==> src/rtl/datapath_arbiter_if.sv <==
// Bundle between requester front-ends, the datapath controls and the arbiter.
// The arbiter takes the master modport; the surrounding environment takes the slave modport.
interface datapath_arbiter_if #(
  parameter int NREQ  = 4,
  parameter int LEN_W = 8,
  parameter int IDW   = $clog2(NREQ)
) ();
  logic [NREQ-1:0]       req;
  logic [NREQ*LEN_W-1:0] req_len;
  logic                  ready;
  logic                  error;
  logic                  ov_flag;
  logic [NREQ-1:0]       grant;
  logic                  load;
  logic                  flush;
  logic                  busy;
  logic                  done;
  logic [IDW-1:0]        done_id;
  logic [1:0]            status;

  modport master (
    input  req, req_len, ready, error, ov_flag,
    output grant, load, flush, busy, done, done_id, status
  );

  modport slave (
    output req, req_len, ready, error, ov_flag,
    input  grant, load, flush, busy, done, done_id, status
  );
endinterface

==> src/rtl/datapath_arbiter.sv <==
// Round-robin owner of the shared load/calc datapath: grants one requester, paces
// load beats on ready, aborts with a one-cycle flush and reports every transfer on done.
module datapath_arbiter #(
  parameter int NREQ  = 4,
  parameter int LEN_W = 8
) (
  input logic                clk,
  input logic                rst,
  datapath_arbiter_if.master bus
);
  localparam int IDW = $clog2(NREQ);

  localparam logic [IDW-1:0]   ID_ONE    = IDW'(1'b1);
  localparam logic [IDW-1:0]   ID_ZERO   = IDW'(1'b0);
  localparam logic [LEN_W-1:0] CNT_ONE   = LEN_W'(1'b1);
  localparam logic [LEN_W-1:0] CNT_ZERO  = LEN_W'(1'b0);
  localparam logic [NREQ-1:0]  GRANT_ONE = NREQ'(1'b1);
  localparam logic [1:0]       ST_OK     = 2'b00;
  localparam logic [1:0]       ST_ERR    = 2'b01;
  localparam logic [1:0]       ST_OVF    = 2'b10;
  localparam logic [1:0]       ST_ZERO   = 2'b11;

  typedef enum logic [1:0] {
    S_IDLE  = 2'b00,
    S_LOAD  = 2'b01,
    S_FLUSH = 2'b10,
    S_DONE  = 2'b11
  } state_e;

  state_e           state_q, state_d;
  logic [IDW-1:0]   ptr_q, ptr_d;
  logic [IDW-1:0]   id_q, id_d;
  logic [LEN_W-1:0] cnt_q, cnt_d;
  logic [1:0]       status_q, status_d;

  logic [IDW-1:0]   cand_s [NREQ];
  logic             found_s;
  logic [IDW-1:0]   sel_s;
  logic [LEN_W-1:0] sel_len_s;

  // Rotating priority: candidate i is ptr+i, wrapping naturally at IDW bits.
  always_comb begin
    found_s   = 1'b0;
    sel_s     = ptr_q;
    sel_len_s = CNT_ZERO;
    for (int i = 0; i < NREQ; i++) begin
      cand_s[i] = ptr_q + IDW'(i);
    end
    for (int i = 0; i < NREQ; i++) begin
      sel_s   = (!found_s && bus.req[cand_s[i]]) ? cand_s[i] : sel_s;
      found_s = found_s | bus.req[cand_s[i]];
    end
    for (int j = 0; j < NREQ; j++) begin
      sel_len_s = (sel_s == IDW'(j)) ? bus.req_len[j*LEN_W +: LEN_W] : sel_len_s;
    end
  end

  // Next-state logic; aborts outrank the final beat, error outranks overflow.
  always_comb begin
    state_d  = state_q;
    ptr_d    = ptr_q;
    id_d     = id_q;
    cnt_d    = cnt_q;
    status_d = status_q;
    case (state_q)
      S_IDLE: begin
        if (found_s) begin
          id_d  = sel_s;
          cnt_d = sel_len_s;
          if (sel_len_s == CNT_ZERO) begin
            status_d = ST_ZERO;
            state_d  = S_DONE;
          end else begin
            status_d = ST_OK;
            state_d  = S_LOAD;
          end
        end else begin
          state_d = S_IDLE;
        end
      end
      S_LOAD: begin
        if (bus.error) begin
          status_d = ST_ERR;
          state_d  = S_FLUSH;
        end else if (bus.ov_flag) begin
          status_d = ST_OVF;
          state_d  = S_FLUSH;
        end else if (bus.ready) begin
          cnt_d = cnt_q - CNT_ONE;
          if (cnt_q == CNT_ONE) begin
            status_d = ST_OK;
            state_d  = S_DONE;
          end else begin
            state_d = S_LOAD;
          end
        end else begin
          state_d = S_LOAD;
        end
      end
      S_FLUSH: begin
        state_d = S_DONE;
      end
      S_DONE: begin
        ptr_d   = id_q + ID_ONE;
        state_d = S_IDLE;
      end
      default: begin
        state_d = S_IDLE;
      end
    endcase
  end

  // State and context registers.
  always_ff @(posedge clk) begin
    if (rst) begin
      state_q  <= S_IDLE;
      ptr_q    <= ID_ZERO;
      id_q     <= ID_ZERO;
      cnt_q    <= CNT_ZERO;
      status_q <= ST_OK;
    end else begin
      state_q  <= state_d;
      ptr_q    <= ptr_d;
      id_q     <= id_d;
      cnt_q    <= cnt_d;
      status_q <= status_d;
    end
  end

  // Everything but load decodes from registered state; load follows ready combinationally.
  assign bus.load    = (state_q == S_LOAD) & bus.ready & ~bus.error & ~bus.ov_flag;
  assign bus.grant   = ((state_q == S_LOAD) || (state_q == S_FLUSH)) ? (GRANT_ONE << id_q)
                                                                     : {NREQ{1'b0}};
  assign bus.flush   = (state_q == S_FLUSH);
  assign bus.busy    = (state_q != S_IDLE);
  assign bus.done    = (state_q == S_DONE);
  assign bus.done_id = (state_q == S_DONE) ? id_q : ID_ZERO;
  assign bus.status  = (state_q == S_DONE) ? status_q : ST_OK;
endmodule

==> src/flat_wrapper.sv <==
// flat-port wrapper written by rule: the top's interface ports become plain ports
module datapath_arbiter_flat 
#(
  parameter int NREQ  = 4,
  parameter int LEN_W = 8
)
  (clk, rst, bus_req, bus_req_len, bus_ready, bus_error, bus_ov_flag, bus_grant, bus_load, bus_flush, bus_busy, bus_done, bus_done_id, bus_status);
  datapath_arbiter_if #(.NREQ(NREQ), .LEN_W(LEN_W)) bus_i ();
  input logic clk;
  input logic rst;
  input wire logic [$bits(bus_i.req)-1:0] bus_req;
  input wire logic [$bits(bus_i.req_len)-1:0] bus_req_len;
  input wire logic [$bits(bus_i.ready)-1:0] bus_ready;
  input wire logic [$bits(bus_i.error)-1:0] bus_error;
  input wire logic [$bits(bus_i.ov_flag)-1:0] bus_ov_flag;
  output wire logic [$bits(bus_i.grant)-1:0] bus_grant;
  output wire logic [$bits(bus_i.load)-1:0] bus_load;
  output wire logic [$bits(bus_i.flush)-1:0] bus_flush;
  output wire logic [$bits(bus_i.busy)-1:0] bus_busy;
  output wire logic [$bits(bus_i.done)-1:0] bus_done;
  output wire logic [$bits(bus_i.done_id)-1:0] bus_done_id;
  output wire logic [$bits(bus_i.status)-1:0] bus_status;
  assign bus_i.req = bus_req;
  assign bus_i.req_len = bus_req_len;
  assign bus_i.ready = bus_ready;
  assign bus_i.error = bus_error;
  assign bus_i.ov_flag = bus_ov_flag;
  assign bus_grant = bus_i.grant;
  assign bus_load = bus_i.load;
  assign bus_flush = bus_i.flush;
  assign bus_busy = bus_i.busy;
  assign bus_done = bus_i.done;
  assign bus_done_id = bus_i.done_id;
  assign bus_status = bus_i.status;
  datapath_arbiter #(.NREQ(NREQ), .LEN_W(LEN_W)) u_core (.clk(clk), .rst(rst), .bus(bus_i));
endmodule
==> config.mk <==
export PLATFORM = sky130hd
export DESIGN_NAME = datapath_arbiter_flat
export DESIGN_NICKNAME = d
export VERILOG_FILES = /design/src/rtl/datapath_arbiter_if.sv /design/src/rtl/datapath_arbiter.sv /design/src/flat_wrapper.sv
export SDC_FILE = /design/constraint.sdc
export NUM_CORES = 1
export LEC_CHECK = 0
export ABC_AREA = 1
export BUFFER_PORTS_ARGS = -buffer_cell sky130_fd_sc_hd__buf_2
export CAP_MARGIN = 0
export CORE_MARGIN = 2
export CORE_UTILIZATION = 56
export CTS_CLUSTER_SIZE = 24
export DETAILED_ROUTE_END_ITERATION = 16
export HOLD_SLACK_MARGIN = 0.12
export MAX_ROUTING_LAYER = met4
export PLACE_DENSITY = 0.93
export SLEW_MARGIN = 10
export SYNTH_ARGS = -nofsm -noshare
export SYNTH_HDL_FRONTEND = slang
export SYNTH_SLANG_ARGS = --single-unit
==> constraint.sdc <==
create_clock -name clk -period 6.7 [get_ports clk]
set_clock_uncertainty 0.1 [all_clocks]
set_input_delay 0.67 -clock clk [delete_from_list [all_inputs] [get_ports clk]]
set_output_delay 0.67 -clock clk [all_outputs]
set_load 0.02 [all_outputs]
==> reports/results.tsv <==
stage	metric	value	unit
worst_setup_path	worst-path-buf-inv	2	
synthesis	yosysUniqueCellTypes	37	
worst_setup_path	crit_family	simple AND/OR/NAND/NOR gates	
worst_setup_path	cp-end-kind	register	
worst_setup_path	critPathMaxStageDelay	0.62	ns
clocking	cts_resized	0	
synthesis	synth_area	1780	µm²
worst_setup_path	cp.arrival	3.05	ns
synthesis	synth_edf_count	0	
clocking	clock_path_buffers	2	
global_routing	overflow	0	
sta	min_period	2.92	ns
finish	fill_cells	282	
route	drc	0	
sta	fin_setup_tns	0	ns
global_routing	track_usage	0.259	
finish	drive_above_1_share	0.228	
worst_setup_path	cp_max_fo	15	
sta	hold_violations	0	
floorplan	die_h	60.3	µm
power_and_ir_drop	power.density	197	nW/µm²
worst_setup_path	crit_chain	inv_2 > nand2_1 > nand2_2 > nand2_2 > nand2_4 > nand2_1 > nand2_1 > nand2_1 > nand2_1 > nand2_2 > inv_4 > nand3_1 > nand3_1 > nor2_1 > nand2_1 > nor2_2 > nand3_1 > a21oi_1	
synthesis	syn_nets	343	
floorplan	die_area	3640	µm²
synthesis	synth-simple-area-share	0.439	
clocking	cts_made_buffers	3	
worst_setup_path	cp_slowest_cell	dfxtp_1	
clocking	clk_latency	0.29	ns
clocking	cts_hold_buf	0	
floorplan	start_util	0.587	
clocking	cts_sinks	16	
sta	timing.final.crit_share	0.436	
power_and_ir_drop	vdd_drop_max	0.0000816	V
sta	setup_violations	0	
placed_design	detailed_place_hpwl	3380	µm
finish	regArea	320	µm²
synthesis	synth_area_per_cell	6.11	µm²
clocking	path_clk_slew	0.09	ns
global_routing	antenna_found_initial	0	
sta	worst_pin_slew	0.497	ns
global_routing	grt_pass1_vias	1701	
synthesis	synthAdderAreaFrac	0.0775	
synthesis	synth_top_family_by_area	simple AND/OR/NAND/NOR gates	
global_routing	grt_pass1_wl	7100	µm
worst_setup_path	worstSetupPathType	reg2reg	
route	routedWlPerCell	11.2	µm
finish	multi_input_area	1230	µm²
route	viasPerCell	5.24	
synthesis	syn_inst	291	
floorplan	die_w	60.3	µm
route	drt_iter0_drc	120	
sta	fin_hold_ws	0.451	ns
flow_run	drv_cap	0	
synthesis	yosysSeqAreaShare	0.180	
clocking	post_cts_buffers	0	
sta	max_slew_margin	0.667	
synthesis	synth_compound_gate_area_share	0.156	
synthesis	synth_ff_type	dfxtp_1	
route	vias	2001	
worst_setup_path	cpMostUsedCell	nand2_1	
worst_setup_path	crit_required	6.83	ns
floorplan	io-pin-count	53	
synthesis	synth_mux_area_frac	0	
synthesis	synthArstFlopShare	0	
floorplan	row_count	20	
floorplan	core	3030	µm²
finish	syn_to_final_growth	15.6	%
clocking	htreeDepth	1	
min_path	hold_path_class	reg2reg	
route	dr.pass1.iters	4	
route	ant_nets	0	
sta	fmaxAchievable	343	MHz
synthesis	synth_xor_area_frac	0.0197	
worst_setup_path	start_kind	register	
synthesis	ys_seq_elements	16	
clocking	cts.root.buffer_cell	clkbuf_4	
clocking	cts_tree	built	
route	wl	4270	µm
global_routing	grt_max_degree	16	
placed_design	gp_congestion	0.937	
power_and_ir_drop	p_leak	1.15	nW
finish	post-route-util	0.679	
finish	insertedDiodeCount	0	
run_status	status	finished clean	
synthesis	ys_warn_count	0	
sta	rsz0062_at_grt	no	
finish	layout.nets	392	
placed_design	io_buffers	52	
sta	drv_slew	0	
==> layout make-up <==
cell class	count	area share
well taps	44	0.0268
multi-input cells	224	0.598
inverters	43	0.0816
flip-flops and latches	16	0.156
clock buffers	3	0.0110
repair buffers	52	0.127
==> power by group <==
group	leakage (nW)	internal, W	switching, W
Clock	0.0138	0.0000210	0.0000308
Combinational	1.00	0.0000827	0.000139
Sequential	0.132	0.000113	0.0000175
Total	1.15	0.000217	0.000187
==> metal layers <==
layer  up-vias  track usage  part of all wire
met5         -            -                 0
met4         0       0.0921             0.019
met3         9       0.0195             0.053
met2        70        0.433              0.48
met1       875        0.326              0.45
li1       1047            -                 -
==> cells in the final DEF, fill, tap and decap left out, types with 3 or more instances in the layout <==
cell type	netlist	layout
a21oi_1	23	23
buf_2	0	52
clkbuf_4	0	3
dfxtp_1	16	16
ha_1	11	11
inv_1	39	39
nand2_1	64	64
nand2_2	5	5
nand2_4	3	3
nand3_1	39	39
nand4_1	7	7
nor2_1	25	25
o21ai_0	18	18
xnor2_1	3	3
==> state kept, by name, summed over array words and instances, names as in the netlist <==
| register | flops |
|---|---|
| u_core.ptr_q | 2 |
| u_core.status_q | 2 |
| u_core.cnt_q | 8 |
| u_core.state_q | 2 |
| u_core.id_q | 2 |
==> tightest hold or removal path, cell delays in order, from the launching register on <==
cell	delay, ns
dfxtp_1	0.32
o21ai_0	0.15
a21oi_1	0.05
==> final timing paths <==
| kind | cells past startpoint | start | endpoint | slack [ns] |
|---|---|---|---|---|
| hold / removal | 2 | u_core.status_q[0] | u_core.status_q[0] | 0.45 |
| setup / recovery | 18 | u_core.ptr_q[0] | u_core.status_q[1] | 3.78 |
| setup reg to reg | 18 | u_core.ptr_q[0] | u_core.status_q[1] | 3.78 |
| hold reg to reg | 2 | u_core.status_q[0] | u_core.status_q[0] | 0.45 |
==> logic make-up (layout without fill, tap and decap cells) <==
group,Yosys count,count (layout)
xor+xnor,4,4
simple gates,158,158
compound gates,51,51
flops,16,16
buf+inv,51,98
fa+ha+maj,11,11
==> synth_stat cells (3+ instances only) <==
master     n  area [µm²]
inv_1     39         146
a21oi_1   23         115
xnor2_1    3        26.3
clkbuf_1   3        11.3
nand2_1   64         240
nand2_2    5        31.3
nand2_4    3        33.8
nor2_1    25        93.8
o21ai_0   18        90.1
buf_6      3        33.8
nand3_1   39         195
dfxtp_1   16         320
nand4_1    7        43.8
ha_1      11         138
==> metrics by stage <==
| stage | instance area [µm²] | instances | worst slack [ns] | power, W |
|---|---|---|---|---|
| 6_report | 2050 | 382 | 3.78 | 0.000404 |
| 5_1_grt | 2050 | 382 | 3.38 | 0.000443 |
| 4_1_cts | 2050 | 382 | 3.83 | 0.000404 |
| 3_5_place_dp | 2030 | 379 | 3.86 | 0.000352 |
| 3_3_place_gp | 2030 | 379 | 3.94 | 0.000348 |
| 2_1_floorplan | 1780 | 291 | 4.37 | 0.000305 |
(Power assumes the default switching activity.)
